$ cat config.mk
export PLATFORM = sky130hd
export DESIGN_NAME = sysid_info_regs_flat
export DESIGN_NICKNAME = d
export VERILOG_FILES = /design/src/rtl/sysid_info_regs_if.sv /design/src/rtl/sysid_info_regs.sv /design/src/flat_wrapper.sv
export SDC_FILE = /design/constraint.sdc
export NUM_CORES = 1
export LEC_CHECK = 0
export CORE_UTILIZATION = 59
export CTS_CLUSTER_SIZE = 20
export DETAILED_ROUTE_END_ITERATION = 7
export GPL_TIMING_DRIVEN = 0
export PLACE_DENSITY = 0.89
export SLEW_MARGIN = 20
export SYNTH_ARGS = -nofsm -noshare
export SYNTH_HDL_FRONTEND = slang
export SYNTH_SLANG_ARGS = --single-unit
$ cat constraint.sdc
create_clock -name clock -period 2.8 [get_ports clock]
set_clock_uncertainty 0.05 [all_clocks]
set_input_delay 0.56 -clock clock [delete_from_list [all_inputs] [get_ports clock]]
set_output_delay 0.56 -clock clock [all_outputs]
set_load 0.1 [all_outputs]
$ cat src/rtl/sysid_info_regs_if.sv
// Avalon-MM slave bus for the system-ID / board-info register block.
// Fixed read latency of one cycle; there is no waitrequest.
interface sysid_info_regs_if #(
    parameter int ADDR_W = 4
);
    logic [ADDR_W-1:0] address;
    logic              read;
    logic              write;
    logic [31:0]       writedata;
    logic [3:0]        byteenable;
    logic [31:0]       readdata;
    logic              readdatavalid;

    modport master (
        output address, read, write, writedata, byteenable,
        input  readdata, readdatavalid
    );

    modport slave (
        input  address, read, write, writedata, byteenable,
        output readdata, readdatavalid
    );
endinterface

$ cat src/rtl/sysid_info_regs.sv
// System-ID / board-info slave: ID and timestamp words, coherent 64-bit uptime,
// seconds counter, capability word and byte-writable scratch registers.
module sysid_info_regs #(
    parameter logic [31:0] SYSID_VALUE = 32'hA5A5_0001,
    parameter logic [31:0] TIMESTAMP   = 32'd0,
    parameter int          CLK_HZ      = 50_000_000,
    parameter int          NUM_SCRATCH = 2,
    parameter int          ADDR_W      = 4
) (
    input logic          clock,
    input logic          reset,
    sysid_info_regs_if.slave bus
);
    localparam int PW = $clog2(CLK_HZ);
    localparam logic [31:0] CAPS = {16'h0, 8'(ADDR_W), 8'(NUM_SCRATCH)};
    localparam logic [ADDR_W-1:0] A_ID     = ADDR_W'(0);
    localparam logic [ADDR_W-1:0] A_TS     = ADDR_W'(1);
    localparam logic [ADDR_W-1:0] A_CYC_LO = ADDR_W'(2);
    localparam logic [ADDR_W-1:0] A_CYC_HI = ADDR_W'(3);
    localparam logic [ADDR_W-1:0] A_SEC    = ADDR_W'(4);
    localparam logic [ADDR_W-1:0] A_CAPS   = ADDR_W'(5);

    logic [63:0]                  cyc_cnt;
    logic [31:0]                  hi_shadow;
    logic [31:0]                  sec_cnt;
    logic [PW-1:0]                presc;
    logic [NUM_SCRATCH-1:0][31:0] scratch;
    logic [31:0]                  rd_mux;
    logic                         rd_en;
    logic                         sec_clr;

    // A coincident write wins: the read is dropped entirely.
    assign rd_en   = bus.read & ~bus.write;
    assign sec_clr = bus.write && (bus.address == A_SEC);

    always_comb begin
        rd_mux = '0;
        case (bus.address)
            A_ID:     rd_mux = SYSID_VALUE;
            A_TS:     rd_mux = TIMESTAMP;
            A_CYC_LO: rd_mux = cyc_cnt[31:0];
            A_CYC_HI: rd_mux = hi_shadow;
            A_SEC:    rd_mux = sec_cnt;
            A_CAPS:   rd_mux = CAPS;
            default: begin
                for (int i = 0; i < NUM_SCRATCH; i++)
                    if (bus.address == ADDR_W'(6 + i)) rd_mux = scratch[i];
            end
        endcase
    end

    always_ff @(posedge clock) begin
        if (reset) begin
            cyc_cnt   <= '0;
            hi_shadow <= '0;
            sec_cnt   <= '0;
            presc     <= '0;
        end else begin
            cyc_cnt <= cyc_cnt + 64'd1;
            if (sec_clr) begin
                presc   <= '0;
                sec_cnt <= '0;
            end else if (presc == PW'(CLK_HZ - 1)) begin
                presc   <= '0;
                sec_cnt <= sec_cnt + 32'd1;
            end else begin
                presc <= presc + PW'(1);
            end
            // Latch the upper half with the same sample as the low-word read.
            if (rd_en && (bus.address == A_CYC_LO))
                hi_shadow <= cyc_cnt[63:32];
        end
    end

    always_ff @(posedge clock) begin
        if (reset) begin
            scratch <= '0;
        end else if (bus.write) begin
            for (int i = 0; i < NUM_SCRATCH; i++)
                if (bus.address == ADDR_W'(6 + i))
                    for (int b = 0; b < 4; b++)
                        if (bus.byteenable[b])
                            scratch[i][8*b +: 8] <= bus.writedata[8*b +: 8];
        end
    end

    always_ff @(posedge clock) begin
        if (reset) begin
            bus.readdata      <= '0;
            bus.readdatavalid <= 1'b0;
        end else begin
            bus.readdatavalid <= rd_en;
            if (rd_en) bus.readdata <= rd_mux;
        end
    end
endmodule
$ cat src/flat_wrapper.sv
// flat-port wrapper written by rule: the top's interface ports become plain ports
module sysid_info_regs_flat 
#(
    parameter logic [31:0] SYSID_VALUE = 32'hA5A5_0001,
    parameter logic [31:0] TIMESTAMP   = 32'd0,
    parameter int          CLK_HZ      = 50_000_000,
    parameter int          NUM_SCRATCH = 2,
    parameter int          ADDR_W      = 4
)
  (clock, reset, bus_address, bus_read, bus_write, bus_writedata, bus_byteenable, bus_readdata, bus_readdatavalid);
  sysid_info_regs_if #(.ADDR_W(ADDR_W)) bus_i ();
  input logic clock;
  input logic reset;
  input wire logic [$bits(bus_i.address)-1:0] bus_address;
  input wire logic [$bits(bus_i.read)-1:0] bus_read;
  input wire logic [$bits(bus_i.write)-1:0] bus_write;
  input wire logic [$bits(bus_i.writedata)-1:0] bus_writedata;
  input wire logic [$bits(bus_i.byteenable)-1:0] bus_byteenable;
  output wire logic [$bits(bus_i.readdata)-1:0] bus_readdata;
  output wire logic [$bits(bus_i.readdatavalid)-1:0] bus_readdatavalid;
  assign bus_i.address = bus_address;
  assign bus_i.read = bus_read;
  assign bus_i.write = bus_write;
  assign bus_i.writedata = bus_writedata;
  assign bus_i.byteenable = bus_byteenable;
  assign bus_readdata = bus_i.readdata;
  assign bus_readdatavalid = bus_i.readdatavalid;
  sysid_info_regs #(.SYSID_VALUE(SYSID_VALUE), .TIMESTAMP(TIMESTAMP), .CLK_HZ(CLK_HZ), .NUM_SCRATCH(NUM_SCRATCH), .ADDR_W(ADDR_W)) u_core (.clock(clock), .reset(reset), .bus(bus_i));
endmodule
### Word-level counts from Yosys, hierarchy flattened

Index checks and enable logic that the tools add are counted.

| word-level totals | value |
|---|---|
| flip-flop bits (word level) | 251 |

| operators by class | value |
|---|---|
| eq/ne operators | 8 |
| mux-type cells | 3 |
| add/subtract/negate cells | 3 |
| bitwise logic cells | 2 |
| reductions and logical operators | 13 |

Operators by type and width:

| operator | count |
|---|---|
| 32-bit case mux with 6 select lines | 1 |
| 64-bit by 1-bit adder with 64-bit output, second input constant | 1 |
| 32-bit 2-to-1 mux | 2 |
| 32-bit by 1-bit adder with 32-bit output, second input constant | 1 |
| 26-bit by 1-bit adder with 26-bit output, second input constant | 1 |
| 26-bit equality test, second input constant | 1 |
| 3-bit AND reduction | 8 |
| 4-bit by 3-bit equality test with 1-bit output, second input constant | 4 |
| 4-bit by 2-bit equality test with 1-bit output, second input constant | 2 |
| 4-bit by 1-bit equality test with 1-bit output, second input constant | 1 |
| 4-bit logical NOT | 1 |
| 3-bit OR reduction | 1 |
| 1-bit logical AND | 2 |
| 2-bit OR reduction | 1 |
| 1-bit bitwise AND | 1 |
| 1-bit inverter | 1 |

### Depth between registers and ports, before layout

| logic depth | value |
|---|---|
| depth in word-level cells | 4 |
| mapped depth | 9 |
| depth with buffers taken out | 6 |

### Worst setup path before layout

No wires, ideal clock.

| path | value |
|---|---|
| path kind | input port to flip-flop |
| from | input bus_address[3] |
| to | register u_core.presc[16] |
| buffers on the path | 3 |
| stages on the path | 7 |
| setup slack | 0.523 ns |
| data arrival time | 2.110 ns |
| cell sequence | clkbuf_1 > nor4b_1 > a21o_1 > or2_2 > clkbuf_1 > buf_2 > nor2_1 |

| between the ends | value |
|---|---|
| cells in the longest elaborated chain, start to end | 3 |

Ends and longest elaborated chain:

| item | line | RTL |
|---|---|---|
| start: declaration | flat_wrapper.sv:14 | `input wire logic [$bits(bus_i.address)-1:0] bus_address;` |
| 4-bit by 3-bit equality test with 1-bit output | sysid_info_regs.sv:34 | `assign sec_clr = bus.write && (bus.address == A_SEC);` |
| 1-bit logical AND | sysid_info_regs.sv:34 |  |
| 3-bit OR reduction (no source line) | -- |  |
| end signal: assignment | sysid_info_regs.sv:67 | `presc <= presc + PW'(1);` |
| end: declaration | sysid_info_regs.sv:26 | `logic [PW-1:0] presc;` |

Every way passes these cells.
A chain may end at the register's enable or synchronous reset.

### Worst setup path in the final report

| path | value |
|---|---|
| from | input bus_address[0] |
| to | register u_core.bus.readdata[30] |

| between the ends | value |
|---|---|
| cells in the longest elaborated chain, start to end | 4 |

Ends and longest elaborated chain:

| item | line | RTL |
|---|---|---|
| 4-bit by 3-bit equality test with 1-bit output | sysid_info_regs.sv:47 | `if (bus.address == ADDR_W'(6 + i)) rd_mux = scratch[i];` |
| 32-bit 2-to-1 mux (2 in series) | sysid_info_regs.sv:47 |  |
| 32-bit case mux with 6 select lines * | sysid_info_regs.sv:38 | `case (bus.address)` |
| end signal: assignment | sysid_info_regs.sv:93 | `if (rd_en) bus.readdata <= rd_mux;` |
| end: declaration | sysid_info_regs_if.sv:21 | `output readdata, readdatavalid` |

Every way passes the cells marked *; elsewhere a longest branch is shown, timed or not.

==> impl_metrics.yaml <==
sta:
  fmax_mhz: 340.9
  hold_viol_final: 0
  final.setup.worst_slack_ns: -0.1337
  finalSetupViolCount: 1
  finalCritPeriodShare_pct: 104.8
  rsz0062_at_grt: "yes"
  relSlewSlack_pct: 32.54
  post-route-min-period_ns: 2.934
  worst_pin_slew_ns: 1.009
  slew_viol_final: 0
synth:
  ys_types: 45
  syn_area_sq_um: 11150
  synth-edff-count: 0
  synth-warning-count: 0
  synth_flop_cell: "dfxtp_1"
  synth-async-reset-ratio_pct: 0
  synth_nets: 1360
  yosysSeqAreaShare_pct: 45.06
  ys_ff_latch: 251
  synth.avg_cell_area_sq_um: 8.493
  synth_cells: 1313
clock_tree:
  cts_buffers: 26
  htreeDepth: 1
  cts.root.buffer_cell: "clkbuf_16"
  cts_tree: "done"
  clockBufferDepth: 3
  clk_pin_slew_ns: 0.07
  clock_latency_ns: 0.54
  cts_sinks: 251
global_routing:
  grt_pass1_wl_mm: 53.21
  antenna_found_initial: 0
  grt_max_degree: 16
  grt_pass1_vias: 10280
  grt_use_total_pct: 34.08
  grt_overflow: 0
pwr:
  vdd_drop_max_mv: 0.6534
  leakage_uw: 0.004258
  total_power_uw: 8385
  power_density_nw_per_um2: 630.3
finish:
  fin_nets: 1459
  final_core_util_pct: 72.81
  final_common_cell: "dfxtp_1"
  area_growth_pct: 19.29
  diodes: 0
  final_cell_mix: "dfxtp_1 (251), nor2_1 (178), nand2_1 (127), a21oi_1 (126), clkbuf_1 (82)"
  fin_area_sq_um: 13300
  drive_gt1_share_pct: 5.517
drt:
  num_vias: 10900
  wl_mm: 33.49
  routed_via_density: 6.563
  drt-initial-drc-count: 1425
  wire_per_inst_um: 20.16
  drtPass1Iterations: 6
  ant_nets: 0
  drc: 0
die:
  die_y_um: 139.5
  rows: 49
  initial_utilization_pct: 61.04
  io_pins: 77
  die_x_um: 139.5
  coreArea_sq_um: 18270
  dieArea_sq_um: 19460
placed_design:
  placed_cell_area_sq_um: 12160
  preCtsSetupSlack_ns: -0.5015
  numPortBuffers: 72
  post-dp-hpwl_mm: 22.95
  gp_congestion: 0.9553
worst_setup_path:
  worst_setup_path_start_kind: "input pin"
  path_class: "input pin to register"
  r2r_start: "u_core.cyc_cnt[8]"
  crit_start: "bus_address[0]"
  endpoint_kind: "register"
  worstPathArrival_ns: 3.35
  crit_fanout: 10
  cp.required_ns: 3.22
status:
  status: "complete, but fails checks"
  failed_checks: "negative setup slack"
worst_hold_path:
  hold_class: "register to register"
  hp-start: "u_core.hi_shadow[15]"
run:
  drv_cap: 0
-- area by class of cell --
| class | instances | area, sq um |
|---|---|---|
| multi-input combinational | 943 | 5733 |
| sequential | 251 | 5025 |
| fill | 1209 | 4967 |
| clock buffer | 32 | 744.5 |
| timing repair buffer | 74 | 735.7 |
| buffer | 97 | 385.4 |
| clock inverter | 16 | 321.6 |
| tap | 229 | 286.5 |
| inverter | 19 | 71.32 |
-- worst max-delay path: stages --
cell,delay (ns)
clkdlybuf4s50_1,0.71
nor4bb_1,0.63
clkbuf_1,0.52
a22oi_1,0.21
a311oi_1,0.51
a21oi_1,0.09
nor2_1,0.12
-- power by group --
part / total (uW) / switching [uW] / internal (uW)
clock: 4250 / 1530 / 2720
sequential: 3620 / 24.2 / 3600
combinational: 512 / 359 / 153
-- synthesized netlist by cell type (35+ instances only) --
| master | number | area share (%) |
|---|---|---|
| dfxtp_1 | 251 | 45 |
| nor2_1 | 178 | 6.0 |
| nand2_1 | 127 | 4.3 |
| a21oi_1 | 126 | 5.7 |
| clkbuf_1 | 90 | 3.0 |
| mux2i_1 | 65 | 5.8 |
| nand3_1 | 46 | 2.1 |
| a221oi_1 | 41 | 3.2 |
| or4_1 | 39 | 2.6 |
| xor2_1 | 38 | 3.0 |
| o21ai_0 | 35 | 1.6 |
| o31ai_1 | 35 | 2.4 |
-- kinds of logic after synthesis --
family / Yosys count / share of synthesized area (%)
AOI/OAI and AO/OA: 297 / 17.15
xor gates and xnor gates: 55 / 4.320
adders and majority gates: 3 / 0.3366
buffers and inverters: 119 / 4.140
DFF: 251 / 45.06
muxes: 65 / 5.834
and+or+nand+nor: 523 / 23.16
-- stage by stage --
step | std cells | hold WS, ns | setup TNS [ns]
floorplan | 1313 | 0.3860 | 0
global placement | 1614 | 0.3931 | -38.50
detailed placement | 1614 | 0.3968 | -44.08
CTS | 1662 | 0.4091 | 0
global route | 1661 | 0.4272 | -0.06642
finish | 1661 | 0.4071 | -0.1337
-- layer usage --
metal	GRT usage [%]	vias up	share of wire, %
met5	0	-	0
met4	14.80	0	4.7
met3	6.710	140	10
met2	54.72	707	45
met1	44.64	5088	40
li1	-	4966	-
-- path summary, 6_finish.rpt --
path,end,slack (ns),depth (start not counted)
max,u_core.bus.readdata[30],-0.13,7
min,u_core.hi_shadow[15],0.41,2
max reg2reg,u_core.cyc_cnt[61],0.19,8
min reg2reg,u_core.hi_shadow[15],0.41,2
-- sequential cells by signal (all words and copies together), names as in the netlist --
register and flops:
u_core.bus.readdatavalid 1, u_core.sec_cnt 32, u_core.hi_shadow 32, u_core.bus.readdata 32, u_core.scratch 64, u_core.presc 26
u_core.cyc_cnt 64
-- timing repair --
action / CTS / global route
cloned: 0 / 0
hold buffers: 0 / 0
buffers inserted: 0 / 2
pin swaps: 0 / 1
gates resized for setup: 2 / 17
setup endpoints to repair: 12 / 47
Note: power is estimated with default switching activity, not from simulation.
